**config.mk**
```make
export PLATFORM = sky130hd
export DESIGN_NAME = simple_processor_skeleton
export DESIGN_NICKNAME = d
export VERILOG_FILES = /design/src/rtl/simple_processor_pkg.sv /design/src/rtl/simple_processor_skeleton_regfile.sv /design/src/rtl/simple_processor_skeleton.sv
export SDC_FILE = /design/constraint.sdc
export NUM_CORES = 2
export LEC_CHECK = 0
export CORE_UTILIZATION = 45
export DETAILED_ROUTE_END_ITERATION = 16
export GPL_TIMING_DRIVEN = 0
export PLACE_DENSITY = 0.7
export RECOVER_POWER = 25
export SLEW_MARGIN = 10
export SYNTH_ARGS = -nofsm -noshare
export SYNTH_HDL_FRONTEND = slang
export SYNTH_SLANG_ARGS = --single-unit
```
**constraint.sdc**
```tcl
create_clock -name clock -period 8.7 [get_ports clock]
set_clock_uncertainty 0.15 [all_clocks]
set_input_delay 0.87 -clock clock [delete_from_list [all_inputs] [get_ports clock]]
set_output_delay 0.87 -clock clock [all_outputs]
set_load 0.01 [all_outputs]
```
**src/rtl/simple_processor_pkg.sv**
```systemverilog
// Shared constants for the simple processor: instruction layout, opcodes,
// ALU operations, sequencing phases and the hard-coded program ROM.
package simple_processor_pkg;

  localparam int unsigned DATA_W     = 32;
  localparam int unsigned REG_AW     = 5;
  localparam int unsigned NUM_REGS   = 32;
  localparam int unsigned PC_W       = 4;
  localparam int unsigned DMEM_AW    = 4;
  localparam int unsigned DMEM_DEPTH = 16;
  localparam int unsigned PHASE_W    = 4;
  localparam int unsigned SLOT_LEN   = 16;
  localparam int unsigned WB_PHASE   = 7;
  localparam int unsigned STARTUP    = 2;
  localparam int unsigned STARTUP_W  = 2;
  localparam int unsigned IMM_W      = 17;

  // Field offsets (LSB positions) within an instruction word
  localparam int unsigned OPCODE_LSB = 27;
  localparam int unsigned RD_LSB     = 22;
  localparam int unsigned RS_LSB     = 17;
  localparam int unsigned RT_LSB     = 12;
  localparam int unsigned SHAMT_LSB  = 7;
  localparam int unsigned ALUOP_LSB  = 2;

  localparam logic [4:0] OP_RTYPE = 5'b00000;
  localparam logic [4:0] OP_ADDI  = 5'b00101;
  localparam logic [4:0] OP_SW    = 5'b00111;
  localparam logic [4:0] OP_LW    = 5'b01000;

  localparam logic [4:0] ALU_ADD = 5'b00000;
  localparam logic [4:0] ALU_SUB = 5'b00001;
  localparam logic [4:0] ALU_AND = 5'b00010;
  localparam logic [4:0] ALU_OR  = 5'b00011;
  localparam logic [4:0] ALU_SLL = 5'b00100;
  localparam logic [4:0] ALU_SRA = 5'b00101;

  // Instruction word layout; imm[16:0] overlays rt/shamt/aluop/pad
  typedef struct packed {
    logic [4:0] opcode;
    logic [4:0] rd;
    logic [4:0] rs;
    logic [4:0] rt;
    logic [4:0] shamt;
    logic [4:0] aluop;
    logic [1:0] pad;
  } instr_t;

  function automatic logic [31:0] enc_r(input logic [4:0] rd, input logic [4:0] rs,
                                        input logic [4:0] rt, input logic [4:0] shamt,
                                        input logic [4:0] aluop);
    return {OP_RTYPE, rd, rs, rt, shamt, aluop, 2'b00};
  endfunction

  function automatic logic [31:0] enc_i(input logic [4:0] op, input logic [4:0] rd,
                                        input logic [4:0] rs, input logic [16:0] imm);
    return {op, rd, rs, imm};
  endfunction

  // Program ROM; address 15 is left as 0 (executes as nop)
  function automatic logic [31:0] rom_word(input logic [PC_W-1:0] addr);
    logic [31:0] w;
    w = '0;
    case (addr)
      4'd0:  w = enc_i(OP_ADDI, 5'd1, 5'd0, 17'd5);
      4'd1:  w = enc_i(OP_ADDI, 5'd2, 5'd0, 17'd3);
      4'd2:  w = enc_r(5'd3, 5'd1, 5'd2, 5'd0, ALU_ADD);
      4'd3:  w = enc_r(5'd4, 5'd1, 5'd2, 5'd0, ALU_SUB);
      4'd4:  w = enc_r(5'd5, 5'd3, 5'd2, 5'd0, ALU_AND);
      4'd5:  w = enc_r(5'd6, 5'd0, 5'd2, 5'd1, ALU_SRA);
      4'd6:  w = enc_r(5'd7, 5'd5, 5'd2, 5'd0, ALU_OR);
      4'd7:  w = enc_r(5'd8, 5'd0, 5'd1, 5'd2, ALU_SLL);
      4'd8:  w = enc_r(5'd9, 5'd0, 5'd3, 5'd1, ALU_SRA);
      4'd9:  w = enc_i(OP_ADDI, 5'd10, 5'd0, 17'd345);
      4'd10: w = enc_i(OP_ADDI, 5'd11, 5'd0, 17'd567);
      4'd11: w = enc_i(OP_SW, 5'd10, 5'd0, 17'd0);
      4'd12: w = enc_i(OP_SW, 5'd11, 5'd0, 17'd1);
      4'd13: w = enc_i(OP_LW, 5'd12, 5'd0, 17'd0);
      4'd14: w = enc_i(OP_LW, 5'd13, 5'd0, 17'd1);
      default: w = '0;
    endcase
    return w;
  endfunction

endpackage

```
**src/rtl/simple_processor_skeleton_regfile.sv**
```systemverilog
// 32x32 register file: two async read ports, one write port, $0 reads as
// zero and ignores writes, async active-low clear.
// Ports: clock, clear_n, we/waddr/wdata (write), raddr_a/rdata_a,
// raddr_b/rdata_b (reads).
module regfile
  import simple_processor_pkg::*;
(
  input  logic              clock,
  input  logic              clear_n,
  input  logic              we,
  input  logic [REG_AW-1:0] waddr,
  input  logic [DATA_W-1:0] wdata,
  input  logic [REG_AW-1:0] raddr_a,
  input  logic [REG_AW-1:0] raddr_b,
  output logic [DATA_W-1:0] rdata_a,
  output logic [DATA_W-1:0] rdata_b
);

  logic [DATA_W-1:0] regs [NUM_REGS];

  // Storage with whole-array async clear
  always_ff @(posedge clock or negedge clear_n) begin
    if (!clear_n) begin
      for (int i = 0; i < int'(NUM_REGS); i++) regs[i] <= '0;
    end else if (we && (waddr != '0)) begin
      regs[waddr] <= wdata;
    end
  end

  assign rdata_a = (raddr_a == '0) ? '0 : regs[raddr_a];
  assign rdata_b = (raddr_b == '0) ? '0 : regs[raddr_b];

endmodule

```
**src/rtl/simple_processor_skeleton.sv**
```systemverilog
// Demo single-issue 32-bit core: ROM program, 16-word dmem, 32x32 regfile,
// one instruction per 16-cycle slot after a 2-cycle startup.
// Ports: clock, ctrl_reset (async active-low); derived clocks imem/dmem/
// regfile_clock (= clock) and processor_clock (high in phases 8-15);
// registered observation outputs for regfile ports, memories and writeback.
module simple_processor_skeleton
  import simple_processor_pkg::*;
(
  input  logic              clock,
  input  logic              ctrl_reset,
  output logic              imem_clock,
  output logic              dmem_clock,
  output logic              regfile_clock,
  output logic              processor_clock,
  output logic [DATA_W-1:0] data_readRegA,
  output logic [DATA_W-1:0] data_readRegB,
  output logic [DATA_W-1:0] q_dmem,
  output logic [DATA_W-1:0] q_imem,
  output logic [REG_AW-1:0] ctrl_writeReg,
  output logic [REG_AW-1:0] ctrl_readRegA,
  output logic [REG_AW-1:0] ctrl_readRegB,
  output logic [DATA_W-1:0] data_writeReg
);

  logic [PC_W-1:0]      pc;
  logic [PHASE_W-1:0]   phase;
  logic [STARTUP_W-1:0] startup;
  logic                 running;
  logic                 wb_edge;

  logic [DATA_W-1:0]  dmem [DMEM_DEPTH];
  logic [DMEM_AW-1:0] ea_q;
  logic [DATA_W-1:0]  wb_q;

  instr_t             instr;
  logic [DATA_W-1:0]  imm_ext;
  logic               is_r, is_addi, is_sw, is_lw, writes_rd;
  logic               early;
  logic [REG_AW-1:0]  ra, rb;
  logic [DATA_W-1:0]  rdata_a, rdata_b;
  logic [DATA_W-1:0]  alu_res, wb_now, wb_data, dmem_q;
  logic [DMEM_AW-1:0] ea_now, mem_addr;

  assign imem_clock      = clock;
  assign dmem_clock      = clock;
  assign regfile_clock   = clock;
  assign processor_clock = phase[PHASE_W-1];

  assign running = (startup == STARTUP_W'(STARTUP));
  assign wb_edge = running && (phase == PHASE_W'(WB_PHASE));
  assign early   = ~phase[PHASE_W-1];

  // Decode
  assign instr   = instr_t'(rom_word(pc));
  assign imm_ext = {{(DATA_W-IMM_W){instr.rt[4]}}, instr.rt, instr.shamt, instr.aluop, instr.pad};
  assign is_r    = (instr.opcode == OP_RTYPE);
  assign is_addi = (instr.opcode == OP_ADDI);
  assign is_sw   = (instr.opcode == OP_SW);
  assign is_lw   = (instr.opcode == OP_LW);

  // Port muxing: operands in the first half, A=$0/B=rd in the second half
  assign ra = early ? instr.rs : '0;
  assign rb = early ? (is_sw ? instr.rd : instr.rt) : instr.rd;

  regfile u_regfile (
    .clock   (clock),
    .clear_n (ctrl_reset),
    .we      (wb_edge && writes_rd),
    .waddr   (instr.rd),
    .wdata   (wb_now),
    .raddr_a (ra),
    .raddr_b (rb),
    .rdata_a (rdata_a),
    .rdata_b (rdata_b)
  );

  // ALU and writeback selection
  always_comb begin
    alu_res   = '0;
    writes_rd = 1'b0;
    if (is_r) begin
      writes_rd = 1'b1;
      case (instr.aluop)
        ALU_ADD: alu_res = rdata_a + rdata_b;
        ALU_SUB: alu_res = rdata_a - rdata_b;
        ALU_AND: alu_res = rdata_a & rdata_b;
        ALU_OR:  alu_res = rdata_a | rdata_b;
        ALU_SLL: alu_res = rdata_b << instr.shamt;
        ALU_SRA: alu_res = DATA_W'($signed(rdata_b) >>> instr.shamt);
        default: writes_rd = 1'b0;
      endcase
    end else if (is_addi) begin
      alu_res   = rdata_a + imm_ext;
      writes_rd = 1'b1;
    end else if (is_lw) begin
      writes_rd = 1'b1;
    end
  end

  // Port A is forced to $0 after writeback, so the address is held in ea_q
  assign ea_now   = DMEM_AW'(rdata_a + imm_ext);
  assign mem_addr = early ? ea_now : ea_q;
  assign dmem_q   = dmem[mem_addr];
  assign wb_now   = is_lw ? dmem[ea_now] : alu_res;
  assign wb_data  = early ? wb_now : wb_q;

  // Startup counter, phase counter and PC
  always_ff @(posedge clock or negedge ctrl_reset) begin
    if (!ctrl_reset) begin
      startup <= '0;
      phase   <= '0;
      pc      <= '0;
    end else if (!running) begin
      startup <= startup + STARTUP_W'(1);
    end else begin
      phase <= phase + PHASE_W'(1);
      if (phase == PHASE_W'(SLOT_LEN - 1)) pc <= pc + PC_W'(1);
    end
  end

  // Data memory and writeback-time captures
  always_ff @(posedge clock or negedge ctrl_reset) begin
    if (!ctrl_reset) begin
      for (int i = 0; i < int'(DMEM_DEPTH); i++) dmem[i] <= '0;
      ea_q <= '0;
      wb_q <= '0;
    end else if (wb_edge) begin
      if (is_sw) dmem[ea_now] <= rdata_b;
      ea_q <= ea_now;
      wb_q <= wb_now;
    end
  end

  // Registered observation outputs
  always_ff @(posedge clock or negedge ctrl_reset) begin
    if (!ctrl_reset) begin
      data_readRegA <= '0;
      data_readRegB <= '0;
      q_dmem        <= '0;
      q_imem        <= '0;
      ctrl_writeReg <= '0;
      ctrl_readRegA <= '0;
      ctrl_readRegB <= '0;
      data_writeReg <= '0;
    end else begin
      data_readRegA <= rdata_a;
      data_readRegB <= rdata_b;
      q_dmem        <= dmem_q;
      q_imem        <= instr;
      ctrl_writeReg <= writes_rd ? instr.rd : '0;
      ctrl_readRegA <= ra;
      ctrl_readRegB <= rb;
      data_writeReg <= writes_rd ? wb_data : '0;
    end
  end

endmodule

```
## Word level (Yosys, flattened, before mapping)

Memory sizes are Yosys's and may differ from the RTL's.
Cells that the tools add are included.
Widths: inputs -> output; s select.

- Shift-type cells: 2
- Reductions and logical operators: 13
- Muxes and demuxes: 35
- Bitwise logic cells: 7
- Order comparisons: 7
- Add/subtract/negate cells: 6
- Equality and inequality tests: 11

Operator list:

| cell | number |
|---|---|
| $bwmux 1024 | 1 |
| $mux 32 | 17 |
| $bwmux 512 | 1 |
| $bmux 32 s5 | 2 |
| $bmux 32 s4 | 2 |
| $pmux 32 s6 | 1 |
| $demux 32 s5 | 1 |
| $demux 32 s4 | 1 |
| $add 32x32->32 | 2 |
| $and 32x32->32 | 1 |
| $or 32x32->32 | 1 |
| $shl 32x5->32 | 1 |
| $sshr 32x5->32 | 1 |
| $sub 32x32->32 | 1 |
| $eq 5x3->1 const B | 4 |
| $logic_not 5->1 | 4 |
| $mux 5 | 4 |
| $ge 6x6->1 const B | 3 |
| $not 5->6 | 3 |
| $eq 5x2->1 const B | 2 |
| $ge 5x5->1 const B | 2 |
| $not 4->5 | 2 |
| $add 4x1->4 const B | 2 |
| $lt 6x1->1 const B | 1 |
| 13 further kinds | 21 |

- Bits of input ports: 2
- Word-level logic and storage cells: 143
- Register bits: 1,757
- ROM bits: 368
- Memories: 1

Memories:

| memory | words | width | rd ports | clocked after memory_dff | wr ports | RTL line | RTL |
|---|---|---|---|---|---|---|---|
| (no name shown) | 16 | 23 | 1 | 0 | 0 | simple_processor_pkg.sv:64 | `case (addr)` |

## Logic depth before layout (Yosys ltp)

An unclocked memory read counts as a cell.

- Word-level depth: 15
- Mapped depth: 39
- Depth with buffers taken out: 31

## Cells and area by module

A second synthesis with hierarchy kept.

- Cell total of the unflattened synthesis: 7,149
- Area total of the unflattened synthesis: 95,686.8 um^2

Modules (own cells, without submodules):

| module | seq. area each (um^2) | times used | cells each | area each (um^2) |
|---|---|---|---|---|
| regfile | 25,624.6 | 1 | 3,667 | 54,471.0 |
| simple_processor_skeleton | 17,967.2 | 1 | 3,482 | 41,215.8 |

==> summary.log <==
qor: outcome.status finished with violations
qor: clocking.clkLatencyLatePin 0.96 ns
qor: logic_synthesis.ys_dominant_reg_cell dfrtp_1
qor: die.start_util 45.4%
qor: min_path.hold_path.startpoint u_regfile.regs[1003]
qor: grt.grt_max_degree 159
qor: route.postRouteWirelength 303 mm
qor: route.first_pass_iters 7
qor: timing.timing.final.hold_violations 0
qor: grt.track_usage 42.7%
qor: setup_path.worstReg2RegEnd q_dmem[8]
qor: min_path.worst_hold_path_type flop to flop
qor: timing.setup_viol_count_final 165
qor: logic_synthesis.yosysUniqueCellTypes 101
qor: setup_path.rr_startpoint pc[2]
qor: outcome.violations capacitance limit, slew limit, setup timing
qor: die.core.rowCount 136
qor: route.post_drt_wl_per_cell 35.7 um
qor: route.detail_route.vias_per_cell 6.87
qor: logic_synthesis.synth_cells 6145
qor: logic_synthesis.synth.ff_latch_count 1199
qor: layout.layout.cell_area.non_filler 74100 um2
qor: min_path.worst_hold_path.endpoint u_regfile.regs[1003]
qor: layout.share_of_post_route_cells_with_drive_strength_above_1 20.2%
qor: layout.num-nets-final 6635
qor: die.num_io_pins 181
qor: placed_design.port_buffers 167
qor: grt.grt_pass1_wl 420 mm
qor: logic_synthesis.number_of_synthesized_flops_with_an_enable_pin 0
qor: route.drc 0
qor: layout.register_area 30000 um2
qor: layout.final_util 53.7%
qor: die.fp.dieW 375 um
qor: route.drt.antenna.violating_nets 0
qor: power_and_ir_drop.peakVddDrop 0.000189 V
qor: die.die_area 141000 um2
qor: grt.antenna_found_initial 25
qor: setup_path.setup_crit_start_kind flop
qor: placed_design.placedInstanceArea 67300 um2
qor: power_and_ir_drop.power-per-cell-area 158 nW/um2
qor: placed_design.hpwl 217 mm
qor: timing.rsz_0062_raised_after_global_routing true
qor: timing.final_setup_tns -9.95 ns
qor: placed_design.routabilityCongestion 1.11
qor: logic_synthesis.synth_async_sr_flop_share 100%
qor: setup_path.end_kind flop
qor: timing.achievable-frequency 0.112 GHz
qor: die.die_y 375 um
qor: timing.setup_ws -0.267 ns
qor: layout.multi_input_area 31100 um2
qor: die.core_region_area 138000 um2
qor: timing.tightestPinTransition 6.68 ns
qor: logic_synthesis.post_synth.cell_area_avg 10.2 um2
qor: run.max_cap_violations 4
qor: route.overall_via_count_from_detail_route 58400
qor: clocking.clkTransAtPathRegs 0.06 ns
qor: power_and_ir_drop.power 11700 uW
qor: logic_synthesis.synth-warning-count 0
qor: route.drt_first_iter_violations 9807
qor: clocking.clock_tree_from_tritoncts done
qor: logic_synthesis.seq_area_frac_synth 47.9%
qor: min_path.worst_hold_path.num_cells 1
qor: timing.slew_viol_final 119
qor: timing.max_slew_margin -346%
qor: setup_path.criticalPathCategory flop to flop
qor: setup_path.worst-r2r-setup-slack -0.27 ns
qor: setup_path.reg2reg_depth 20
qor: layout.signed_area_change_from_the_synthesized_netlist_to_the_final_layout 18.3%
qor: power_and_ir_drop.p_leak 0.0329 uW
qor: timing.final_min_period_over_clock_period 103%
qor: grt.vias_in_the_first_global_route 55000
qor: setup_path.required 9.30 ns
qor: setup_path.worstPathMaxFanout 10
qor: grt.overflow 0
qor: layout.num-fill-cells 12100
qor: logic_synthesis.synth.cell_area 62600 um2
qor: timing.final_period_minus_worst_setup_slack 8.97 ns
qor: setup_path.cp.arrival 9.57 ns
==> metrics by stage <==
stage	setup slack (ns)	cells	hold slack [ns]
final	-0.267	8494	0.303
after global routing	-0.161	8477	0.337
after CTS	0.00445	8435	0.302
after detailed placement	-3.40	8156	0.290
after global placement	-48.04	8118	0.288
after floorplan	1.20	6157	0.272
==> Yosys cell counts, types with 84 or more instances <==
cell	instances	area (um2)
nand3_1	208	1040
mux2i_1	136	1360
mux4_2	280	6310
nor2_1	336	1260
mux2_2	299	3370
a31oi_1	84	526
o21ai_0	622	3110
nand2_1	1210	4540
o31ai_1	131	983
clkbuf_1	406	1520
a21oi_1	283	1420
dfrtp_1	1199	30000
==> registers in the layout (all words and copies together), names as in the netlist, 21 cells and up <==
name and flops:
data_readRegA 32, u_regfile.regs 481, data_writeReg 32, dmem 512, wb_q 32, q_dmem 32, data_readRegB 32, q_imem 21
==> cell usage in the layout, fill, tap and decap left out, types with 41 or more instances in the layout <==
cell type,instances
nand2_1,1205
a31oi_1,72
buf_2,53
clkbuf_1,362
o21ai_0,608
nor2_1,323
ha_1,46
nand3_1,195
clkbuf_2,66
clkdlybuf4s50_1,166
o31ai_1,130
xnor2_1,41
a21oi_1,269
a211oi_1,59
a22oi_1,48
mux4_2,280
mux2_2,299
mux2i_1,130
dfrtp_1,1197
buf_4,128
clkbuf_16,139
==> layer usage <==
metal,vias up,track usage (%),wire length (um)
li1,22800,-,-
met1,28900,52.1,103000
met2,5187,58.6,123000
met3,1427,17.2,45000
met4,14,36.1,32300
met5,-,0.172,137
==> power by group <==
| part | switching, uW | internal (uW) | leakage [uW] |
|---|---|---|---|
| Combinational | 113 | 15.3 | 0.0141 |
| Clock | 2560 | 3410 | 0.00222 |
| Sequential | 0 | 5580 | 0.0166 |
| Total | 2670 | 9000 | 0.0329 |
==> worst max-delay path by stage <==
stage	start	to	slack, ns	cells past startpoint
after floorplan	pc[0]	u_regfile.regs[538]	1.20	34
after global placement	ctrl_reset	q_dmem[15]	-48.04	1
after detailed placement	pc[0]	u_regfile.regs[856]	-3.40	32
after CTS	pc[2]	q_dmem[15]	0.004	21
after global routing	pc[0]	data_writeReg[26]	-0.16	33
final	pc[2]	q_dmem[8]	-0.27	20
==> final cells by class <==
type                    instances  area share (%)
flip-flops and latches       1199            40.5
repair buffers                292            4.03
plain buffers                 558            3.93
clock buffers                 205            5.38
multi-input cells            4335            42.0
diodes                         17          0.0574
well taps                    1794            3.03
inverters                      54           0.309
clock inverters                40           0.736
==> critical path, stage by stage (launching register included) <==
cell and delay [ns]:
dfrtp_1 0.35, buf_2 0.19, buf_2 0.26, buf_2 0.25
nor2b_1 0.36, nand2_1 0.39, clkbuf_1 0.41, clkbuf_2 0.45
buf_1 0.50, a211oi_4 0.67, ha_1 0.46, xnor2_4 0.53
buf_2 0.56, nand2_1 0.13, o21ai_0 0.16, clkbuf_2 0.48
clkbuf_2 0.54, clkbuf_1 0.84, mux4_2 0.40, nand2_1 0.07
a31oi_1 0.58
==> timing repair <==
| item | 4_1_cts | 5_1_grt |
|---|---|---|
| cloned | 0 | 1 |
| hold buffers | 1 | 0 |
| setup endpoints to repair | 1071 | 834 |
| pin swaps | 20 | 39 |
| buffers inserted | 42 | 43 |
| gates resized for setup | 238 | 176 |
| endpoints found under the hold margin | 108 | 0 |
==> logic make-up (layout without fill, tap and decap cells) <==
family,Yosys count,count (layout),share of synthesized area (%)
AND/OR/NAND/NOR,1959,1959,13.1
AO/OA/AOI/OAI,1501,1501,14.6
flip-flops,1199,1199,47.9
multiplexers,718,718,17.7
buffers and inverters,623,1149,4.34
adder cells (fa/ha/maj),76,76,1.45
XOR/XNOR,68,68,0.951
other,1,30,0.00599
No activity file was read; power rests on OpenSTA's default activity.
